## src/rtl/axi4lite_pkg.sv

```systemverilog
// ---------------------------------------------------------------------------
// axi4lite_pkg
//   Shared definitions for the AXI4-Lite register slice:
//     - PROT/RESP field widths and the four AXI response codes
//     - default-width packed payload structs for each channel
//     - state encoding for the per-channel skid buffer
//   The top level builds its own payload structs from its AWIDTH/DWIDTH
//   parameters; the structs here describe the default 12/32 configuration.
// ---------------------------------------------------------------------------
package axi4lite_pkg;

    localparam int PROT_W = 3;
    localparam int RESP_W = 2;

    localparam int AWIDTH = 12;
    localparam int DWIDTH = 32;

    localparam logic [RESP_W-1:0] OKAY   = 2'b00;
    localparam logic [RESP_W-1:0] EXOKAY = 2'b01;
    localparam logic [RESP_W-1:0] SLVERR = 2'b10;
    localparam logic [RESP_W-1:0] DECERR = 2'b11;

    // AR and AW carry the same payload
    typedef struct packed {
        logic [AWIDTH-1:0] addr;
        logic [PROT_W-1:0] prot;
    } ax_payload_t;

    typedef struct packed {
        logic [DWIDTH-1:0]   data;
        logic [DWIDTH/8-1:0] strb;
    } w_payload_t;

    typedef struct packed {
        logic [DWIDTH-1:0] data;
        logic [RESP_W-1:0] resp;
    } r_payload_t;

    typedef struct packed {
        logic [RESP_W-1:0] resp;
    } b_payload_t;

    // EMPTY: nothing held; BUSY: OUT holds a beat; FULL: OUT and SKID hold beats
    typedef enum logic [1:0] {
        ST_EMPTY = 2'd0,
        ST_BUSY  = 2'd1,
        ST_FULL  = 2'd2
    } skid_state_t;

endpackage

```

## src/rtl/axi_skid_buffer.sv

```systemverilog
// ---------------------------------------------------------------------------
// axi_skid_buffer
//   Two-entry fully registered valid/ready pipeline stage. Valid, ready and
//   payload outputs all come straight from flops, so no combinational path
//   crosses the stage in either direction.
//
//   Ports
//     i_aClk     clock, rising edge
//     i_aResetn  asynchronous active-low reset
//     i_valid    upstream valid          o_ready  upstream ready (registered)
//     i_data     upstream payload
//     o_valid    downstream valid (reg)  i_ready  downstream ready
//     o_data     downstream payload, always the OUT register
// ---------------------------------------------------------------------------
module axi_skid_buffer
    import axi4lite_pkg::*;
#(
    parameter int WIDTH = 8
) (
    input  logic             i_aClk,
    input  logic             i_aResetn,
    input  logic             i_valid,
    output logic             o_ready,
    input  logic [WIDTH-1:0] i_data,
    output logic             o_valid,
    input  logic             i_ready,
    output logic [WIDTH-1:0] o_data
);

    skid_state_t      state_reg, state_next;
    logic [WIDTH-1:0] out_reg, out_next;
    logic [WIDTH-1:0] skid_reg, skid_next;
    logic             ready_reg, ready_next;
    logic             valid_reg, valid_next;

    logic in_fire;
    logic out_fire;

    assign in_fire  = i_valid & ready_reg;
    assign out_fire = valid_reg & i_ready;

    always_comb begin
        state_next = state_reg;
        out_next   = out_reg;
        skid_next  = skid_reg;

        unique case (state_reg)
            ST_EMPTY: begin
                if (in_fire) begin
                    state_next = ST_BUSY;
                    out_next   = i_data;
                end
            end
            ST_BUSY: begin
                if (in_fire && out_fire) begin
                    out_next = i_data;
                end else if (out_fire) begin
                    state_next = ST_EMPTY;
                end else if (in_fire) begin
                    // downstream stalled: park the new beat behind OUT
                    state_next = ST_FULL;
                    skid_next  = i_data;
                end
            end
            ST_FULL: begin
                // ready is low here, so only a drain can happen
                if (out_fire) begin
                    state_next = ST_BUSY;
                    out_next   = skid_reg;
                end
            end
            default: begin
                state_next = ST_EMPTY;
            end
        endcase

        // Handshake flags are registered copies of the next-state decode
        ready_next = (state_next != ST_FULL);
        valid_next = (state_next != ST_EMPTY);
    end

    always_ff @(posedge i_aClk or negedge i_aResetn) begin
        if (!i_aResetn) begin
            state_reg <= ST_EMPTY;
            out_reg   <= '0;
            skid_reg  <= '0;
            ready_reg <= 1'b0;
            valid_reg <= 1'b0;
        end else begin
            state_reg <= state_next;
            out_reg   <= out_next;
            skid_reg  <= skid_next;
            ready_reg <= ready_next;
            valid_reg <= valid_next;
        end
    end

    assign o_ready = ready_reg;
    assign o_valid = valid_reg;
    assign o_data  = out_reg;

endmodule

```

## src/rtl/axi4lite_reg_slice.sv

```systemverilog
// ---------------------------------------------------------------------------
// axi4lite_reg_slice
//   Fully registered AXI4-Lite pipeline stage. Each of the five channels runs
//   through its own independent skid buffer: one cycle of forward latency,
//   full throughput, no combinational path between the two sides.
//
//   Ports (s = master side, m = slave side)
//     i_aClk, i_aResetn             clock and async active-low reset
//     AR: i_sAr* -> o_mAr*          read address   (addr AWIDTH, prot 3)
//     AW: i_sAw* -> o_mAw*          write address  (addr AWIDTH, prot 3)
//     W : i_sW*  -> o_mW*           write data     (data DWIDTH, strb DWIDTH/8)
//     R : i_mR*  -> o_sR*           read data      (data DWIDTH, resp 2)
//     B : i_mB*  -> o_sB*           write response (resp 2)
// ---------------------------------------------------------------------------
module axi4lite_reg_slice
    import axi4lite_pkg::*;
#(
    parameter int AWIDTH = 12,
    parameter int DWIDTH = 32
) (
    input  logic                i_aClk,
    input  logic                i_aResetn,

    input  logic                i_sArValid,
    output logic                o_sArReady,
    input  logic [AWIDTH-1:0]   i_sArAddr,
    input  logic [PROT_W-1:0]   i_sArProt,
    output logic                o_mArValid,
    input  logic                i_mArReady,
    output logic [AWIDTH-1:0]   o_mArAddr,
    output logic [PROT_W-1:0]   o_mArProt,

    output logic                o_sRValid,
    input  logic                i_sRReady,
    output logic [DWIDTH-1:0]   o_sRData,
    output logic [RESP_W-1:0]   o_sRResp,
    input  logic                i_mRValid,
    output logic                o_mRReady,
    input  logic [DWIDTH-1:0]   i_mRData,
    input  logic [RESP_W-1:0]   i_mRResp,

    input  logic                i_sAwValid,
    output logic                o_sAwReady,
    input  logic [AWIDTH-1:0]   i_sAwAddr,
    input  logic [PROT_W-1:0]   i_sAwProt,
    output logic                o_mAwValid,
    input  logic                i_mAwReady,
    output logic [AWIDTH-1:0]   o_mAwAddr,
    output logic [PROT_W-1:0]   o_mAwProt,

    input  logic                i_sWValid,
    output logic                o_sWReady,
    input  logic [DWIDTH-1:0]   i_sWData,
    input  logic [DWIDTH/8-1:0] i_sWStrb,
    output logic                o_mWValid,
    input  logic                i_mWReady,
    output logic [DWIDTH-1:0]   o_mWData,
    output logic [DWIDTH/8-1:0] o_mWStrb,

    output logic                o_sBValid,
    input  logic                i_sBReady,
    output logic [RESP_W-1:0]   o_sBResp,
    input  logic                i_mBValid,
    output logic                o_mBReady,
    input  logic [RESP_W-1:0]   i_mBResp
);

    if (DWIDTH != 32 && DWIDTH != 64) begin : g_bad_dwidth
        $error("axi4lite_reg_slice: DWIDTH must be 32 or 64");
    end

    typedef struct packed {
        logic [AWIDTH-1:0] addr;
        logic [PROT_W-1:0] prot;
    } ax_t;

    typedef struct packed {
        logic [DWIDTH-1:0]   data;
        logic [DWIDTH/8-1:0] strb;
    } w_t;

    typedef struct packed {
        logic [DWIDTH-1:0] data;
        logic [RESP_W-1:0] resp;
    } r_t;

    typedef struct packed {
        logic [RESP_W-1:0] resp;
    } b_t;

    ax_t ar_in, ar_out;
    ax_t aw_in, aw_out;
    w_t  w_in,  w_out;
    r_t  r_in,  r_out;
    b_t  b_in,  b_out;

    assign ar_in = '{addr: i_sArAddr, prot: i_sArProt};
    assign aw_in = '{addr: i_sAwAddr, prot: i_sAwProt};
    assign w_in  = '{data: i_sWData,  strb: i_sWStrb};
    assign r_in  = '{data: i_mRData,  resp: i_mRResp};
    assign b_in  = '{resp: i_mBResp};

    // Read address: master -> slave
    axi_skid_buffer #(.WIDTH($bits(ax_t))) u_ar (
        .i_aClk    (i_aClk),
        .i_aResetn (i_aResetn),
        .i_valid   (i_sArValid),
        .o_ready   (o_sArReady),
        .i_data    (ar_in),
        .o_valid   (o_mArValid),
        .i_ready   (i_mArReady),
        .o_data    (ar_out)
    );

    // Write address: master -> slave
    axi_skid_buffer #(.WIDTH($bits(ax_t))) u_aw (
        .i_aClk    (i_aClk),
        .i_aResetn (i_aResetn),
        .i_valid   (i_sAwValid),
        .o_ready   (o_sAwReady),
        .i_data    (aw_in),
        .o_valid   (o_mAwValid),
        .i_ready   (i_mAwReady),
        .o_data    (aw_out)
    );

    // Write data: master -> slave
    axi_skid_buffer #(.WIDTH($bits(w_t))) u_w (
        .i_aClk    (i_aClk),
        .i_aResetn (i_aResetn),
        .i_valid   (i_sWValid),
        .o_ready   (o_sWReady),
        .i_data    (w_in),
        .o_valid   (o_mWValid),
        .i_ready   (i_mWReady),
        .o_data    (w_out)
    );

    // Read data: slave -> master
    axi_skid_buffer #(.WIDTH($bits(r_t))) u_r (
        .i_aClk    (i_aClk),
        .i_aResetn (i_aResetn),
        .i_valid   (i_mRValid),
        .o_ready   (o_mRReady),
        .i_data    (r_in),
        .o_valid   (o_sRValid),
        .i_ready   (i_sRReady),
        .o_data    (r_out)
    );

    // Write response: slave -> master
    axi_skid_buffer #(.WIDTH($bits(b_t))) u_b (
        .i_aClk    (i_aClk),
        .i_aResetn (i_aResetn),
        .i_valid   (i_mBValid),
        .o_ready   (o_mBReady),
        .i_data    (b_in),
        .o_valid   (o_sBValid),
        .i_ready   (i_sBReady),
        .o_data    (b_out)
    );

    assign o_mArAddr = ar_out.addr;
    assign o_mArProt = ar_out.prot;
    assign o_mAwAddr = aw_out.addr;
    assign o_mAwProt = aw_out.prot;
    assign o_mWData  = w_out.data;
    assign o_mWStrb  = w_out.strb;
    assign o_sRData  = r_out.data;
    assign o_sRResp  = r_out.resp;
    assign o_sBResp  = b_out.resp;

endmodule

```

## config.mk

```make
export PLATFORM = sky130hd
export DESIGN_NAME = axi4lite_reg_slice
export DESIGN_NICKNAME = d
export VERILOG_FILES = /design/src/rtl/axi4lite_pkg.sv /design/src/rtl/axi_skid_buffer.sv /design/src/rtl/axi4lite_reg_slice.sv
export SDC_FILE = /design/constraint.sdc
export NUM_CORES = 1
export LEC_CHECK = 0
export BUFFER_PORTS_ARGS = -buffer_cell sky130_fd_sc_hd__clkbuf_2
export CAP_MARGIN = 20
export CORE_AREA = 5 5 186 116
export CTS_CLUSTER_SIZE = 28
export DETAILED_ROUTE_END_ITERATION = 10
export DIE_AREA = 0 0 191 121
export PLACE_DENSITY = 0.76
export SETUP_SLACK_MARGIN = 0.15
export SLEW_MARGIN = 20
export SYNTH_ARGS = -nofsm -noshare
export SYNTH_HDL_FRONTEND = slang
export SYNTH_SLANG_ARGS = --single-unit
```

## constraint.sdc

```tcl
create_clock -name i_aClk -period 4.8 [get_ports i_aClk]
set_input_delay 0.96 -clock i_aClk [delete_from_list [all_inputs] [get_ports i_aClk]]
set_output_delay 0.96 -clock i_aClk [all_outputs]
set_load 0.01 [all_outputs]
```

======== Word level (Yosys, flattened, before mapping) ========
Cells that the tools add are included.
storage, ports and cells
  output and inout port bits .............. 112
  bits in registers ....................... 224
  word-level logic and storage cells ...... 155
  input port bits ......................... 114
cells by class
  equality and inequality tests ........... 30
  reduce and logical (&&, ||, !) cells .... 30
  bitwise operators ....................... 20
  mux-type cells .......................... 50
operators with widths
  operator                                               number
  two-way mux 36 bit                                     3
  one-hot mux 36 bit (3 select lines)                    1
  two-way mux 34 bit                                     3
  one-hot mux 34 bit (3 select lines)                    1
  two-way mux 15 bit                                     6
  one-hot mux 15 bit (3 select lines)                    2
  two-way mux 2 bit                                      28
  AND reduction 4 bit                                    10
  one-hot mux 2 bit (3 select lines)                     6
  inequality test 2 x 1 -> 1 bit, second input constant  15
  nonzero test 3 bit                                     5
  bitwise AND 1 bit                                      10
  == test 2 x 1 -> 1 bit, second input constant          5
  == test 2 bit, second input constant                   5
  zero test 2 bit                                        5
  inequality test 2 bit, second input constant           5
  inverter 1 bit                                         10
  nonzero test 2 bit                                     5
  logical AND 1 bit                                      5

======== Logic depth before layout (Yosys ltp) ========
Gate-level depths: netlist of run 1.
  word-level depth ........................ 6
  mapped depth ............................ 7
  depth with buffers taken out ............ 4

======== Modules after synthesis ========
Synthesis of run 1 repeated with hierarchy kept, for this count alone.
second synthesis, totals
  cell total of the unflattened synthesis .. 717
  area total of the unflattened synthesis .. 10,154.7 µm²
by module, submodules not included
  module                      area each (µm²)  seq. area each (µm²)  instances  cells each
  axi_skid_buffer (u_w)       3,335.7          1,901.8               1          211
  axi_skid_buffer (u_ar ...)  1,634.1          850.8                 2          100
  axi_skid_buffer (u_r)       3,161.8          1,801.7               1          275
  axi_skid_buffer (u_b)       389.1            200.2                 1          31

======== Worst setup path after synthesis of run 1 ========
OpenSTA, ideal clock, no wires.
  path type ............................... input to register
  start ................................... in i_sWValid
  end ..................................... reg u_w.out_reg[0], in the netlist u_w.o_data[0]
  library setup time ...................... 0.125 ns
  path buffers ............................ 1
  path slack .............................. 2.669 ns
  data required time ...................... 4.675 ns
  arrival ................................. 2.007 ns
  stages .................................. 5
  path through ............................ nand2_1 > o21ai_2 > a31oi_4 > buf_6 > mux2_2
on the way
  word-level cells in the longest chain between the ends .. 4
  elaborated cells between the ends (all ways) .. 5
  those cells by class .................... eq/ne (2); bitwise (1); reduce/logical (2)
RTL lines
  item                                      line                      source
  from (decl)                               axi4lite_reg_slice.sv:51  input logic i_sWValid,
  bitwise AND 1 bit *                       axi_skid_buffer.sv:39     assign in_fire = i_valid & ready_reg;
  logical AND 1 bit                         axi_skid_buffer.sv:55     if (in_fire && out_fire) begin
  inequality test 2 x 1 -> 1 bit (no line)  --
  AND reduction 4 bit (no line) *           --
  to (signal assigned)                      axi_skid_buffer.sv:91     out_reg <= out_next;
  to (decl)                                 axi_skid_buffer.sv:31     logic [WIDTH-1:0] out_reg, out_next;
Mark *: on every way between the ends. The rest lies on a longest branch, timed or not.
A chain may end at the register's enable or synchronous reset.

======== Worst setup path in the final report of run 1 ========
  start ................................... reg u_w.state_reg[0]
  end ..................................... reg u_w.out_reg[27], in the netlist u_w.o_data[27]
on the way
  word-level cells in the longest chain between the ends .. 3
  elaborated cells between the ends (all ways) .. 9
  those cells by class .................... eq/ne (5); mux (1); reduce/logical (3)
RTL lines
  item                                                                                   line                   source
  from (decl)                                                                            axi_skid_buffer.sv:30  skid_state_t state_reg, state_next;
  from (signal assigned)                                                                 axi_skid_buffer.sv:90  state_reg <= state_next;
  == test 2 bit, or another cell as far along                                            axi_skid_buffer.sv:47  unique case (state_reg)
  inequality test 2 x 1 -> 1 bit (no line) / nonzero test 3 bit (equally long branches)  --
  AND reduction 4 bit (no line)                                                          --
Parallel ways exist; a longest one is shown, timed or not.

==> metrics.md, run 1 <==
| Metric | Value |
|---|---|
| Synth Area per Inst | 12.7 um2 |
| Crit end category | register |
| Routed Antenna Nets | 0 |
| Sequential cell area | 5610 um2 |
| CP max FO | 40 |
| Fillers | 1,644 |
| Synthesized instance count | 761 |
| Worst Reg-to-Reg Cells | 5 |
| Wire per inst | 16.9 um |
| Clk pin slew, worst setup/hold paths | 60 ps |
| First-pass GRT wire length | 35,200 um |
| CTS tree | yes |
| Core area | 19,700 um2 |
| Setup Buffers After CTS | 0 |
| Ys Warns | 0 |
| H-tree depth reported by CTS | 1 |
| Max Cap Viol | 0 |
| Vias in the first global route | 6,858 |
| Fin. Hold Viols | 0 |
| Vert. Die Dim | 121 um |
| Die footprint | 23,100 um2 |
| Reg2Reg Setup Slack | a little under 2000 ps |
| Grt total ovfl | 0 |
| Initial antenna violation count | 4 |
| Synth Register Bits | ~220 |
| Post-synthesis cell area | 9670 um2 |
| Area grow syn2layout | 21.8% |
| Initial cell density of the core | 49.2% |
| Endpoints failing setup | 0 |
| Primary FF master, synth | dfrtp_1 |
| Post-CTS sizing | 0 |
| DRC viols | 0 |
| Post-synth EDFFs | 0 |
| Global Route Usage Sum | 18.6% |
| Port Buffers | 225 |
| Worst Path Required | 5170 ps |
| Crit path time final | ~2800 ps |
| Layout cells sized above 1 | 48.1% |
| Critical path class | register to register |
| HPWL Detailed | 14,700 um |
| Via density | 5.10 |
| Violation count after the first detailed-routing iteration | roughly 280 |
| Final wirelength | 21,500 um |
| Post-synth top area share | between 50% and 60% |
| Site row count | 40 |
| Die W | 191 um |
| CTS Buffer Depth | 3 |
| Clock latency on the worst-skew pair | 490 ps |
| Synth top area cells | dfrtp_1 58%, mux2_2 23%, nand2_1 5.0% |
| Post-Syn Nets | 875 |
| Multi-input gate area | 3860 um2 |
| Max_slew headroom | a little over a third |
| Worst-case clock skew | 7.30 ps |
| Largest net degree at the start of global routing | 104 |
| PD cells | 686 nW/um2 |
| Dominant cell type by area after synthesis | dfrtp_1 |
| DRT Pass-1 Iters | 4 |
| Peak supply drop | roughly 460 uV |
| Clock root buffer | clkbuf_16 |
| Netlist cell types | 33 |
| Worst-Margin Slew | 954 ps |
| Arrival time worst endpoint | 3200 ps |
| RSZ-0062 raised after global routing | false |
| Number of CTS-inserted buffers | 22 |
| Crit start category | register |
| Gp weighted congestion | 0.795 |
| Hold WC Path Type | input port to async pin |
| Clk sink count | about 220 |
| FF-to-FF Start | u_w.state_reg[0]$_DFF_PN0_ |
| Slew Limit Fails | 0 |
| Run status | complete, no violations |
| Post-synth ARST share | 100% |
| Commonest cells after routing, fill and taps aside | 224 x clkbuf_2, 224 x dfrtp_1, 199 x mux2_2 |
| End of the worst register-to-register path | u_w.o_data[27]$_DFFE_PN0P_ |
| Io pins | 226 |
| Diodes inserted | 0 |
| Final Power | 0.00808 W |
| Final Net Count | 1,095 |
| Final worst path period share | between 50% and 60% |
| DR vias | about 6,500 |
| Max Freq | 353 MHz |
| Seq/Total Area, Yosys | 57.9% |
| Setup_tns | 0 ps |
| Hold_buf cts | 0 |
| Leakage | 5.78 nW |
[area by class of cell]
| cell class | instances | share of cell area, % |
|---|---|---|
| Sequential cell | 224 | 47.6 |
| Multi-Input combinational cell | 499 | 32.7 |
| Timing Repair Buffer | 233 | 10.3 |
| Clock buffer | 33 | 5.71 |
| Tap cell | 273 | 2.90 |
| Clock inverter | 7 | 0.754 |
| Inverter | 1 | 0.0319 |
[through the flow]
stage               instance area, um2  cells  setup slack, ps  hold slack, ps  util (%)
finish                           11800   1270             1970             488      59.9
global route                     11800   1270             1790             516      59.9
CTS                              11800   1270             1950             505      59.9
detailed placement               11000   1230             1900             486      56.0
global placement                 11000   1230             1970             482      56.0
floorplan                         9670    761             2670             451         -
[worst max-delay path by stage]
| stage | startpoint | to | slack, ps | cells after the start |
|---|---|---|---|---|
| 2_1_floorplan | i_sWValid | u_w.o_data[0]$_DFFE_PN0P_ | 2670 | 5 |
| 6_report | u_w.state_reg[0]$_DFF_PN0_ | u_w.o_data[27]$_DFFE_PN0P_ | 1970 | 5 |
| 4_1_cts | u_w.state_reg[0]$_DFF_PN0_ | u_w.o_data[8]$_DFFE_PN0P_ | 1950 | 5 |
| 3_5_place_dp | i_sWValid | u_w.skid_reg[35]$_DFFE_PN0P_ | 1900 | 5 |
| 3_3_place_gp | i_sWValid | u_w.skid_reg[6]$_DFFE_PN0P_ | 1970 | 5 |
| 5_1_grt | u_w.state_reg[0]$_DFF_PN0_ | u_w.o_data[8]$_DFFE_PN0P_ | 1790 | 5 |
[synthesized netlist by cell type, types with 4 or more instances]
cell type,n
o21a_1,4
dfrtp_1,224
nand2_1,130
nand3_1,5
mux2i_1,34
a21oi_1,39
a21boi_0,5
clkbuf_1,7
nor2_1,43
mux2_2,199
o21ai_0,6
buf_2,20
buf_6,6
nand2b_1,4
buf_4,4
[kinds of logic after synthesis]
family	count (synthesis)	share of synthesized area, %
flops	224	57.9
compound gates	73	5.01
buf+inv	38	2.35
mux	234	26.8
simple gates	192	7.90
[critical path, stage by stage, from the launching register on]
cell      delay [ps]
dfrtp_1          470
nand2b_2         760
o21ai_2          160
a31oi_4          490
buf_4            420
mux2_2           390
[routing by layer]
| layer | wire [um] | share of wire [%] | up-vias | track usage [%] |
|---|---|---|---|---|
| li1 | - | - | 3080 | - |
| met1 | 9980 | 46 | 3173 | 26.9 |
| met2 | 9610 | 45 | 175 | 28.7 |
| met3 | 1390 | 6.5 | 42 | 4.51 |
| met4 | 421 | 2.0 | 8 | 3.99 |
| met5 | 53 | 0.25 | - | 0 |
[report_power, final]
group          switching, W  leakage (nW)  total [W]  internal, W
logic               0.00141          2.78    0.00291      0.00150
registers          0.000534          2.62    0.00338      0.00285
clock network      0.000707         0.379    0.00179      0.00108
total               0.00265          5.78    0.00808      0.00542
(Power assumes the default switching activity.)
==> run 2: changes to the inputs <==
--- a/config.mk
+++ b/config.mk
@@ -5,13 +5,14 @@
 export SDC_FILE = /design/constraint.sdc
 export NUM_CORES = 1
 export LEC_CHECK = 0
+export ABC_AREA = 1
 export BUFFER_PORTS_ARGS = -buffer_cell sky130_fd_sc_hd__clkbuf_2
 export CAP_MARGIN = 20
-export CORE_AREA = 5 5 186 116
+export CORE_AREA = 5 5 193 120
 export CTS_CLUSTER_SIZE = 28
 export DETAILED_ROUTE_END_ITERATION = 10
-export DIE_AREA = 0 0 191 121
-export PLACE_DENSITY = 0.76
+export DIE_AREA = 0 0 198 125
+export PLACE_DENSITY = 0.77
 export SETUP_SLACK_MARGIN = 0.15
 export SLEW_MARGIN = 20
 export SYNTH_ARGS = -nofsm -noshare
==> constraint.sdc (replaced) <==
create_clock -name i_aClk -period 2.6 [get_ports i_aClk]
set_input_delay 0.52 -clock i_aClk [delete_from_list [all_inputs] [get_ports i_aClk]]
set_output_delay 0.52 -clock i_aClk [all_outputs]
set_load 0.01 [all_outputs]
==> metrics.md, run 2 <==
| Metric | Value |
|---|---|
| Worst-Margin Slew | 851 ps (-104 ps) |
| Gp weighted congestion | 0.836 (+5.2%) |
| DRT Pass-1 Iters | 5 (+1) |
| Port Buffers | 225 (unchanged) |
| Max Cap Viol | 0 (unchanged) |
| Diodes inserted | 0 (unchanged) |
| Worst Path Required | 3000 ps (-2170 ps) |
| Final wirelength | 28,100 um (+31%) |
| Initial antenna violation count | 0 (-4) |
| CTS tree | yes |
| Commonest non-fill, non-tap cell in the layout | nand2_1 |
| Max_slew headroom | 43.2% (+6.9 points) |
| Crit path cell chain | nand2_2 > nand2_2 > nand2_2 > nand2_1 > nand2_1 |
| Final core occ | 57.0% (-2.9 points) |
| Synthesized instance count | 1,303 (+71%) |
| Post-synth EDFFs | 0 (unchanged) |
| Post-Syn Nets | 1,417 (+62%) |
| Vert. Die Dim | 125 um (+3.3%) |
| HPWL Detailed | 18,600 um (+27%) |
| Arrival time worst endpoint | 2490 ps (-710 ps) |
| Crit start category | register |
| Vias in the first global route | 8,678 (+27%) |
| Ys Warns | 0 (unchanged) |
| Grt total ovfl | 0 (unchanged) |
| Final instance area | 12,200 um2 (+3.7%) |
| Area grow syn2layout | 19.8% |
| Placement-stage cell area | 11,500 um2 (+4.4%) |
| Final worst path period share | 80.4% (+21 points) |
| RSZ-0062 raised after global routing | false |
| DR vias | 9,340 (+44%) |
| Slew Limit Fails | 0 (unchanged) |
| Synth top area cells | dfrtp_1 55%, nand2_1 24%, nand3_1 11% |
| Largest net degree at the start of global routing | 75 (-28%) |
| CP max FO | 19 (-53%) |
| H-tree depth reported by CTS | 1 (unchanged) |
| Crit path time final | 2090 ps (-743 ps) |
| Seq/Total Area, Yosys | 54.9% (-3.0 points) |
| Hold WC Path Type | input port to register |
| Io pins | 226 (unchanged) |
| Primary FF master, synth | dfrtp_1 |
| Number of CTS-inserted buffers | 23 (+4.5%) |
| Post-synthesis cell area | 10,200 um2 (+5.4%) |
| Commonest cells after routing, fill and taps aside | 664 x nand2_1, 234 x nand3_1, 224 x clkbuf_2, 224 x dfrtp_1, 36 x o21ai_0 |
| PD cells | 1270 nW/um2 (+85%) |
| Core area | 21,400 um2 (+9.0%) |
| Die W | 198 um (+3.7%) |
| CTS Buffer Depth | 3 (unchanged) |
| Setup_tns | 0 ps (unchanged) |
| Clock root buffer | clkbuf_16 |
| DRC viols | 0 (unchanged) |
| Clk sink count | 224 (unchanged) |
| Fin. Hold Viols | 0 (unchanged) |
| Critical path class | register to register |
| Peak supply drop | 608 uV (+31%) |
| Via density | 5.18 (+1.5%) |
| Most numerous cell in the Yosys netlist | nand2_1 |
| Wire per inst | 15.6 um (-7.9%) |
| First-pass GRT wire length | 45,800 um (+30%) |
| Clk pin slew, worst setup/hold paths | 60 ps (about the same) |
| Worst-case clock skew | 17.2 ps (+9.90 ps) |
| Critical-path top delay cell | dfrtp_1 |
| Violation count after the first detailed-routing iteration | 823 (+190%) |
| Max Freq | 479 MHz (+36%) |
| Endpoints failing setup | 0 (unchanged) |
| Post-synth ARST share | 100% (unchanged) |
| Final Power | 0.0155 W (+92%) |
| Final Net Count | 1,619 (+48%) |
| Site row count | 42 (+5.0%) |
| Run status | complete, no violations |
| Routed Antenna Nets | 0 (unchanged) |
| Clock latency on the worst-skew pair | 510 ps (+20 ps) |
| Crit path largest cell delay | 770 ps (about the same) |
| Die footprint | 24,800 um2 (+7.1%) |
| Layout cells sized above 1 | 20.0% (-28 points) |
| CP dominant cell by count | nand2_2 |
| Dominant cell type by area after synthesis | dfrtp_1 |
| Crit end category | register |
| Netlist cell types | 21 (-36%) |
| Synth Area per Inst | 7.83 um2 (-38%) |
| Synth Register Bits | 224 (unchanged) |
| Post-synth top area share | 54.9% (-3.0 points) |
| Initial cell density of the core | 47.6% (-1.6 points) |
| Setup Buffers After CTS | 0 (unchanged) |
| Leakage | 7.00 nW (+21%) |
| Synth top cells by count | 664 x nand2_1, 234 x nand3_1, 224 x dfrtp_1 |
| Global Route Usage Sum | 22.1% (+3.5 points) |
-- run 2: cell types whose count changed after synthesis, moves of 31 or more --
cell,before,now
mux2i_1,34,0
nand3_1,5,234
nand2_1,130,664
mux2_2,199,0
inv_1,1,32
a21oi_1,39,3
-- run 2: worst paths after layout --
kind | startpoint | depth (start not counted) | slack (ps) | end
setup / recovery | u_aw.state_reg[1]$_DFF_PN0_ | 5 | 510 | u_aw.o_data[4]$_DFFE_PN0P_
hold / removal | i_mBResp[1] | 3 | 230 | u_b.skid_reg[1]$_DFFE_PN0P_
min in group asynchronous | i_aResetn | 2 | 520 | u_w.o_data[29]$_DFFE_PN0P_
setup reg to reg | u_aw.state_reg[1]$_DFF_PN0_ | 5 | 510 | u_aw.o_data[4]$_DFFE_PN0P_
max in group asynchronous | i_aResetn | 3 | 1310 | u_r.skid_reg[22]$_DFFE_PN0P_
hold reg to reg | u_r.skid_reg[17]$_DFFE_PN0P_ | 2 | 470 | u_r.skid_reg[17]$_DFFE_PN0P_
-- run 2: cell families after synthesis --
group / synth area share [%]
compound gates: 2.17
buf+inv: 5.29
flops: 54.9
simple gates: 37.6
-- run 2: layout make-up --
cell class	count	area (um2)
Fill cell	1952	9220
Sequential cell	224	5610
Multi-Input combinational cell	968	4060
Timing Repair Buffer	249	1340
Clock buffer	33	653
Tap cell	286	358
Inverter	39	146
Clock inverter	5	53.8
-- run 2: per-layer routing --
layer	part of all wire, %	GRT usage (%)	routed length (um)	vias up
li1	-	-	-	4524
met1	46	34.5	12900	4428
met2	44	31.6	12300	355
met3	8.5	5.24	2400	33
met4	1.7	4.25	488	0
met5	0	0	0	-
-- run 2: where the power goes --
part / switching, W / internal, W / total, W
clock network: 0.00133 / 0.00183 / 0.00316
registers: 0.00101 / 0.00516 / 0.00616
logic: 0.00418 / 0.00203 / 0.00621
total: 0.00651 / 0.00902 / 0.0155
-- run 2: metrics by stage --
stage / hold WS [ps] / std cells / setup slack (ps)
after floorplan: 224 / 1303 / 1260
after global placement: 454 / 1765 / 554
after detailed placement: 459 / 1765 / 567
after CTS: 208 / 1804 / 538
after global routing: 229 / 1804 / 359
final: 229 / 1804 / 511
-- run 2: what timing repair did --
| item | in CTS | in global routing |
|---|---|---|
| endpoints found under the hold margin | 50 | 0 |
| hold buffers | 1 | 0 |
| gates resized for setup | 0 | 0 |
-- run 2: critical path: cells and delay by family (launching register included) --
family | cells | cell delay (ps)
flops | 1 | 770
simple gates | 5 | 1200
